==> config.mk <==
export PLATFORM = sky130hd
export DESIGN_NAME = next_pc_unit
export DESIGN_NICKNAME = d
export VERILOG_FILES = /design/src/rtl/next_pc_unit_pkg.sv /design/src/rtl/next_pc_unit_ras_stack.sv /design/src/rtl/next_pc_unit.sv
export SDC_FILE = /design/constraint.sdc
export NUM_CORES = 1
export LEC_CHECK = 0
export CAP_MARGIN = 20
export CORE_MARGIN = 1.5
export CORE_UTILIZATION = 37
export DETAILED_ROUTE_END_ITERATION = 6
export PLACE_DENSITY_LB_ADDON = 0.2
export SLEW_MARGIN = 25
export SYNTH_ARGS = -nofsm -noshare
export SYNTH_HDL_FRONTEND = slang
export SYNTH_SLANG_ARGS = --single-unit
==> constraint.sdc <==
create_clock -name clk -period 1.8 [get_ports clk]
set_input_delay 0.36 -clock clk [delete_from_list [all_inputs] [get_ports clk]]
set_output_delay 0.36 -clock clk [all_outputs]
set_load 0.005 [all_outputs]
==> src/rtl/next_pc_unit_pkg.sv <==
// Shared encodings for the next-PC stage: command opcodes and sequencer states.
package next_pc_unit_pkg;

  localparam logic [2:0] OP_SEQ  = 3'b000;
  localparam logic [2:0] OP_BR   = 3'b001;
  localparam logic [2:0] OP_JMP  = 3'b010;
  localparam logic [2:0] OP_CALL = 3'b011;
  localparam logic [2:0] OP_RET  = 3'b100;
  localparam logic [2:0] OP_HALT = 3'b101;

  typedef enum logic [1:0] {
    ST_RUN   = 2'b00,
    ST_HALT  = 2'b01,
    ST_FAULT = 2'b10
  } state_e;

endpackage

==> src/rtl/next_pc_unit_ras_stack.sv <==
// Return-address LIFO: push/pop one entry per cycle, top-of-stack and occupancy flags.
module next_pc_unit_ras_stack #(
  parameter int ADDR_W = 4,
  parameter int DEPTH  = 4
) (
  input  logic              clk,
  input  logic              rst_n,
  input  logic              i_push,
  input  logic              i_pop,
  input  logic [ADDR_W-1:0] i_data,
  output logic [ADDR_W-1:0] o_top,
  output logic              o_empty,
  output logic              o_full
);

  localparam int PTR_W = $clog2(DEPTH);

  logic [ADDR_W-1:0] r_mem [DEPTH];
  logic [PTR_W:0]    r_sp;
  logic [PTR_W-1:0]  w_top_idx;

  // The pointer is one wider than the index so full and empty are distinguishable.
  assign w_top_idx = PTR_W'(r_sp - (PTR_W+1)'(1));
  assign o_top     = r_mem[w_top_idx];
  assign o_empty   = (r_sp == '0);
  assign o_full    = (r_sp == (PTR_W+1)'(DEPTH));

  always_ff @(posedge clk or negedge rst_n) begin
    if (!rst_n) begin
      r_sp <= '0;
      for (int i = 0; i < DEPTH; i++) r_mem[i] <= '0;
    end else if (i_push && !o_full) begin
      r_mem[r_sp[PTR_W-1:0]] <= i_data;
      r_sp <= r_sp + (PTR_W+1)'(1);
    end else if (i_pop && !o_empty) begin
      r_sp <= r_sp - (PTR_W+1)'(1);
    end
  end

endmodule

==> src/rtl/next_pc_unit.sv <==
// Next-address stage with RUN/HALT/FAULT sequencing; NEXT_PC_RAS_EN builds the
// return-address stack, otherwise CALL acts as JMP and RET faults.
module next_pc_unit
  import next_pc_unit_pkg::*;
#(
  parameter int ADDR_W    = 4,
  parameter int RAS_DEPTH = 4
) (
  input  logic              clk,
  input  logic              rst_n,
  input  logic [ADDR_W-1:0] pc,
  input  logic [2:0]        op,
  input  logic              cond,
  input  logic [ADDR_W-1:0] offset,
  input  logic [ADDR_W-1:0] target,
  input  logic              stall,
  input  logic              resume,
  output logic [ADDR_W-1:0] next,
  output logic              halted,
  output logic              fault,
  output logic              ras_empty,
  output logic              ras_full
);

  if (RAS_DEPTH < 2 || (RAS_DEPTH & (RAS_DEPTH - 1)) != 0) begin : g_bad_depth
    $error("RAS_DEPTH must be a power of two and at least 2");
  end

  localparam logic [ADDR_W-1:0] ONE = ADDR_W'(1);

  state_e            r_state;
  state_e            w_state_nxt;
  logic [ADDR_W-1:0] w_seq;
  logic [ADDR_W-1:0] w_br;
  logic [ADDR_W-1:0] w_next;
  logic [ADDR_W-1:0] w_ras_top;
  logic              w_ras_empty;
  logic              w_ras_full;
`ifdef NEXT_PC_RAS_EN
  logic              w_push;
  logic              w_pop;
`endif

  // Two's-complement add in ADDR_W bits is the same as sign-extend-then-wrap.
  assign w_seq = pc + ONE;
  assign w_br  = pc + offset;

  always_comb begin
    w_next      = w_seq;
    w_state_nxt = r_state;
`ifdef NEXT_PC_RAS_EN
    w_push      = 1'b0;
    w_pop       = 1'b0;
`endif
    case (r_state)
      ST_FAULT: w_next = pc;
      ST_HALT: begin
        w_next = pc;
        if (resume) w_state_nxt = ST_RUN;
      end
      default: begin
        if (stall) begin
          w_next = pc;
        end else begin
          case (op)
            OP_BR:  if (cond) w_next = w_br;
            OP_JMP: w_next = target;
            OP_CALL: begin
              if (w_ras_full) begin
                w_next      = pc;
                w_state_nxt = ST_FAULT;
              end else begin
                w_next = target;
`ifdef NEXT_PC_RAS_EN
                w_push = 1'b1;
`endif
              end
            end
            OP_RET: begin
              if (w_ras_empty) begin
                w_next      = pc;
                w_state_nxt = ST_FAULT;
              end else begin
                w_next = w_ras_top;
`ifdef NEXT_PC_RAS_EN
                w_pop  = 1'b1;
`endif
              end
            end
            OP_HALT: begin
              w_next      = pc;
              w_state_nxt = ST_HALT;
            end
            default: w_next = w_seq;
          endcase
        end
      end
    endcase
  end

  always_ff @(posedge clk or negedge rst_n) begin
    if (!rst_n) r_state <= ST_RUN;
    else        r_state <= w_state_nxt;
  end

`ifdef NEXT_PC_RAS_EN
  next_pc_unit_ras_stack #(
    .ADDR_W (ADDR_W),
    .DEPTH  (RAS_DEPTH)
  ) u_ras (
    .clk     (clk),
    .rst_n   (rst_n),
    .i_push  (w_push),
    .i_pop   (w_pop),
    .i_data  (w_seq),
    .o_top   (w_ras_top),
    .o_empty (w_ras_empty),
    .o_full  (w_ras_full)
  );
`else
  // Without a stack, an always-empty/never-full view gives CALL=JMP and RET=FAULT.
  assign w_ras_top   = '0;
  assign w_ras_empty = 1'b1;
  assign w_ras_full  = 1'b0;
`endif

  assign next      = w_next;
  assign halted    = (r_state == ST_HALT);
  assign fault     = (r_state == ST_FAULT);
  assign ras_empty = w_ras_empty;
  assign ras_full  = w_ras_full;

endmodule

==> impl_metrics.env, run 1 <==
export IMPL_via_count=834
export IMPL_fmax_ghz=0.4865
export IMPL_overflow=0
export IMPL_ioPinCount=28
export IMPL_rsz0062_at_grt="yes"
export IMPL_syn_avg_cell_area_sq_um=7.646
export IMPL_antenna_found_initial=0
export IMPL_power_density_nw_per_um2=806.0
export IMPL_drc=0
export IMPL_route_final_wire_length_mm=2.224
export IMPL_drt_iter0_markers=12
export IMPL_setup_viol=4
export IMPL_top_register="r_state"
export IMPL_arrival_ns=1.70
export IMPL_insertion_delay_ns=0.22
export IMPL_cts_buffers=3
export IMPL_crit_required_ns=1.44
export IMPL_cts_sinks=2
export IMPL_slowest_stage="dfrtp_1"
export IMPL_leakage_nw=0.5662
export IMPL_setup_worst_path_start_class="flip-flop"
export IMPL_syn2layout_area_growth_pct=94.75
export IMPL_end_kind="primary output"
export IMPL_max_stage_delay_ns=0.40
export IMPL_ys_types=38
export IMPL_r2r_slack_ns=0.56
export IMPL_reg2reg_from="r_state[1]"
export IMPL_violations="negative setup slack"
export IMPL_synth_area_leader_cell="ha_1"
export IMPL_ys_warn_count=0
export IMPL_start_util_pct=40.18
export IMPL_nets=163
export IMPL_slew_violations=0
export IMPL_ys_ff_latch=2
export IMPL_synth_top_area_share_pct=16.16
export IMPL_die_y_um=43.92
export IMPL_mostFrequentLayoutCell="buf_4"
export IMPL_crit_buf_inv=1
export IMPL_max_cap_viol_count=0
export IMPL_cts_clk_slew_worst_paths_ns=0.03
export IMPL_path_delay_family="flip-flops"
export IMPL_grt_first_pass_wirelength_mm=3.608
export IMPL_worst_slack_ns=-0.2556
export IMPL_syn_inst=81
export IMPL_timing_final_crit_share_pct=114.2
export IMPL_synth_area_top_cells="ha_1 (16%), dfrtp_1 (8.1%), a21oi_1 (7.3%)"
export IMPL_rows=14
export IMPL_cts_buffer_depth=2
export IMPL_crit_path_cell_trace="ha_4, and4b_1, a311o_1, o211ai_2, nand4_1, buf_2"
export IMPL_synth_area_sq_um=619.3
export IMPL_antenna_left=0
export IMPL_grt_pass1_vias=859
export IMPL_via_per_inst=5.635
export IMPL_reg_largest_list="r_state (2)"
export IMPL_htree_levels=1
export IMPL_r2r_cells=6
export IMPL_skew_ns=0.003051
export IMPL_status="finished with violations"
export IMPL_min_path_type="input pin to asynchronous set/reset pin"
export IMPL_path_max_fanout=3
export IMPL_root_buffer="clkbuf_4"
export IMPL_ys_seq_area_share_pct=8.081
export IMPL_numPortBuffers=25
export IMPL_grt_max_degree=8
export IMPL_syn_num_nets=110
export IMPL_layout_common_cells="buf_4 (26), ha_4 (7), clkdlybuf4s50_1 (7)"
export IMPL_finalCriticalPeriod_ns=2.056
export IMPL_timing_worst_setup_path_type="flip-flop to primary output"
export IMPL_first_pass_iters=4
export IMPL_holdWs_ns=0.3068
export IMPL_finalHoldViolCount=0
export IMPL_dpl_hpwl_mm=1.525
export IMPL_gp_congestion=0.8520
export IMPL_fin_util_pct=78.25
export IMPL_cts_tree="built"
export IMPL_wl_per_cell_um=15.03
export IMPL_r2r_end="r_state[1]"
export IMPL_vdd_drop_max_uv=515.5
export IMPL_layout_drive_gt1_share_pct=50.00
export IMPL_grt_util_all_layers_pct=24.62
export IMPL_diodes=0
export IMPL_coreArea_sq_um=1541
export IMPL_die_w_um=43.92
export IMPL_largest_reg_flops=2
export IMPL_cts_hold_buf=0
export IMPL_dieArea_sq_um=1929
## metal layers
layer	up-vias	global-route usage (%)	wire length [um]
met3	4	3.750	87
met1	390	25.37	872
met2	31	49.12	1244
met5	-	0	0
met4	0	7.879	20
li1	409	-	-
## worst max-delay path by stage
stage | from | to | slack (ns) | cells after the start
floorplan | offset[0] | next[2] | -0.05 | 6
global placement | pc[0] | next[2] | -1.05 | 8
detailed placement | pc[0] | next[2] | -1.12 | 8
CTS | pc[0] | next[2] | -0.26 | 8
global route | pc[0] | next[2] | -0.29 | 8
finish | r_state[1] | next[3] | -0.26 | 6
## cell type report
| class | count | area (sq um) |
|---|---|---|
| Timing Repair Buffer | 52 | 417.9 |
| Clock buffer | 3 | 22.52 |
| Tap cell | 16 | 20.02 |
| Sequential cell | 2 | 50.05 |
| Inverter | 7 | 26.28 |
| Multi-Input combinational cell | 68 | 669.4 |
| Fill cell | 109 | 335.3 |
## synth_stat cells, drive strengths merged
library cell	number
nand2b	1
a221oi	1
nor2	1
o22a	1
o211ai	1
or3	1
o221ai	1
a221o	1
nor3b	1
clkbuf	1
o211a	1
mux2i	2
conb	2
or3b	2
nand2	6
nand3	1
dfrtp	2
inv	7
o21ai	3
nand4	1
buf	3
a21o	1
a211oi	2
xnor2	1
nand3b	3
nor2b	1
xor2	2
a311o	2
a22oi	1
a21oi	9
ha	8
nand4bb	2
fa	1
o22ai	4
nor3	3
and4b	1
## stage by stage
stage	area, sq um	setup WS (ns)	setup TNS (ns)	std cells	total power [W]
after floorplan	639.4	-0.04502	-0.04502	81	0.0003828
after global placement	1021	-1.053	-4.057	136	0.0006632
after detailed placement	1021	-1.116	-4.172	136	0.0006796
after CTS	1182	-0.2574	-0.8999	146	0.0009171
after global routing	1206	-0.2908	-0.9183	148	0.001047
final	1206	-0.2556	-0.7292	148	0.0009722
## where the power goes
part	switching [W]	internal [W]	leakage (nW)
sequential	0.0000204	0.0000696	0.0236
clock	0.0000202	0.0000731	0.0138
combinational	0.000329	0.000460	0.529
## what timing repair did
item	4_1_cts	5_1_grt
gates resized for setup	72	20
cloned	0	0
setup endpoints to repair	5	4
pin swaps	18	13
buffers inserted	8	2
hold endpoints to repair	0	0
## worst reg2reg max path, stage by stage, from the launching register on
cell and delay (ns):
dfrtp_1 0.39, buf_4 0.13, buf_4 0.10, inv_2 0.05, ha_4 0.16, a21oi_1 0.18
o22ai_1 0.11
## cell families (layout without fill, tap and decap cells)
kind of cell	Yosys count	after routing	share of synthesized area, %
buffers and inverters	11	62	8.080
DFF	2	2	8.081
muxes	2	2	3.232
other	2	2	1.213
adders and majority gates	9	9	19.39
xor gates and xnor gates	3	3	4.243
and+or+nand+nor	24	24	24.45
AOI/OAI and AO/OA	28	28	31.31
No activity file was read; power rests on OpenSTA's default activity.
==> inputs of run 2 (changes only) <==
--- a/constraint.sdc
+++ b/constraint.sdc
@@ -3,2 +3,2 @@
 set_output_delay 0.36 -clock clk [all_outputs]
-set_load 0.005 [all_outputs]
+set_load 0.02 [all_outputs]
==> run 2 against run 1 <==
- the flow still finishes with violations (negative setup slack)
- final area down 1.2%
- maximum frequency down 3.1%
- sequential power up 1%
- highest routed layer unchanged
==> impl_metrics.env, run 2 (synthesis results as in run 1) <==
export IMPL_leakage_nw=0.5402
export IMPL_first_pass_iters=4
export IMPL_die_w_um=43.92
export IMPL_syn2layout_area_growth_pct=92.32
export IMPL_grt_pass1_vias=826
export IMPL_setup_viol=4
export IMPL_layout_common_cells="buf_4 (19), clkdlybuf4s50_1 (7), inv_1 (6), ha_4 (6), buf_6 (6)"
export IMPL_top_register="r_state"
export IMPL_crit_required_ns=1.44
export IMPL_drt_iter0_markers=19
export IMPL_rows=14
export IMPL_endpoint="next[2]"
export IMPL_slowest_stage="fa_2"
export IMPL_cts_tree="built"
export IMPL_cts_hold_buf=0
export IMPL_end_kind="primary output"
export IMPL_min_path_type="input pin to asynchronous set/reset pin"
export IMPL_power_density_nw_per_um2=834.7
export IMPL_diodes=0
export IMPL_cp_num_cells=8
export IMPL_gp_congestion=0.8405
export IMPL_coreArea_sq_um=1541
export IMPL_via_count=810
export IMPL_path_delay_family="adder cells"
export IMPL_overflow=0
export IMPL_wl_per_cell_um=15.09
export IMPL_arrival_ns=1.76
export IMPL_ioPinCount=28
export IMPL_r2r_slack_ns=0.61
export IMPL_skew_ns=0.005405
export IMPL_mostFrequentLayoutCell="buf_4"
export IMPL_die_y_um=43.92
export IMPL_max_cap_viol_count=0
export IMPL_filler_cell_count=106
export IMPL_dieArea_sq_um=1929
export IMPL_via_per_inst=5.745
export IMPL_timing_final_crit_share_pct=117.9
export IMPL_fmax_ghz=0.4714
export IMPL_numPortBuffers=25
export IMPL_slew_violations=0
export IMPL_grt_max_degree=9
export IMPL_path_max_fanout=2
export IMPL_rsz0062_at_grt="yes"
export IMPL_cts_buffers=3
export IMPL_max_stage_delay_ns=0.35
export IMPL_reg2reg_from="r_state[1]"
export IMPL_worst_slack_ns=-0.3213
export IMPL_met1_usage_pct=25.69
export IMPL_largest_reg_flops=2
export IMPL_total_power_w=0.0009942
export IMPL_final_setup_tns_ns=-1.054
export IMPL_r2r_cells=5
export IMPL_insertion_delay_ns=0.23
export IMPL_finalCriticalPeriod_ns=2.121
export IMPL_dpl_hpwl_mm=1.454
export IMPL_grt_util_all_layers_pct=24.13
export IMPL_layout_drive_gt1_share_pct=44.80
export IMPL_cts_sinks=2
export IMPL_cts_clk_slew_worst_paths_ns=0.03
export IMPL_timing_worst_setup_path_type="input pin to primary output"
export IMPL_start_util_pct=40.18
export IMPL_antenna_left=0
export IMPL_crit_path_cell_trace="buf_8, ha_4, fa_2, xor2_1, mux2i_1, o211a_1, a211oi_4, buf_6"
export IMPL_route_final_wire_length_mm=2.128
export IMPL_status="finished with violations"
export IMPL_fin_util_pct=77.27
export IMPL_setup_worst_path_start_class="input pin"
export IMPL_vdd_drop_max_uv=424.7
export IMPL_cts_buffer_depth=2
export IMPL_htree_levels=1
export IMPL_drc=0
export IMPL_crit_start="pc[0]"
export IMPL_crit_buf_inv=2
export IMPL_root_buffer="clkbuf_4"
export IMPL_nets=156
export IMPL_violations="negative setup slack"
export IMPL_r2r_end="r_state[1]"
export IMPL_antenna_found_initial=0
export IMPL_top_usage_layer="met2"
export IMPL_reg_largest_list="r_state (2)"
export IMPL_use_met2_pct=45.59
export IMPL_finalHoldViolCount=0
export IMPL_globalRouteMet3Util_pct=5.000
export IMPL_grt_first_pass_wirelength_mm=3.470
==> run 2: final cells by class <==
| type | instances | area [sq um] | area share, % |
|---|---|---|---|
| Inverter | 7 | 26.28 | 2.206 |
| Timing Repair Buffer | 45 | 396.6 | 33.30 |
| Tap cell | 16 | 20.02 | 1.681 |
| Multi-Input combinational cell | 68 | 675.6 | 56.72 |
| Clock buffer | 3 | 22.52 | 1.891 |
| Sequential cell | 2 | 50.05 | 4.202 |
==> run 2: repair_timing <==
item	in CTS	in global routing
pin swaps	13	9
buffers inserted	2	0
resized for setup	69	16
setup endpoints to repair	6	5
==> run 2: worst min path at each step <==
stage | startpoint | endpoint | depth (start not counted)
6_report | rst_n | r_state[0] | 1
5_1_grt | rst_n | r_state[1] | 1
4_1_cts | rst_n | r_state[0] | 1
3_5_place_dp | rst_n | r_state[1] | 1
3_3_place_gp | rst_n | r_state[0] | 1
2_1_floorplan | rst_n | r_state[0] | 0
==> run 2: through the flow <==
stage	hold WS [ns]	instances	area (sq um)	setup slack (ns)
global placement	0.5282	136	1035	-1.231
detailed placement	0.5331	136	1035	-1.256
global route	0.2942	141	1191	-0.3882
finish	0.3021	141	1191	-0.3213
CTS	0.2959	141	1171	-0.3770
floorplan	0.06441	81	653.1	-0.1791
==> run 2: worst reg2reg max path, delay by kind of cell (launching register included) <==
family          cells  cell delay (ns)
buf+inv             2             0.18
compound gates      2             0.28
flops               1             0.39
fa+ha+maj           1             0.21
==> run 2: where the power goes <==
part	switching [W]	internal [W]
Combinational	0.000383	0.000419
Sequential	0.0000214	0.0000696
Clock	0.0000272	0.0000738
Total	0.000432	0.000562
==> run 2: metal layers <==
layer	vias to the layer above	share of wire (%)
li1	392	-
met1	380	39
met2	34	53
met3	4	6.3
met4	0	2.2
met5	-	0
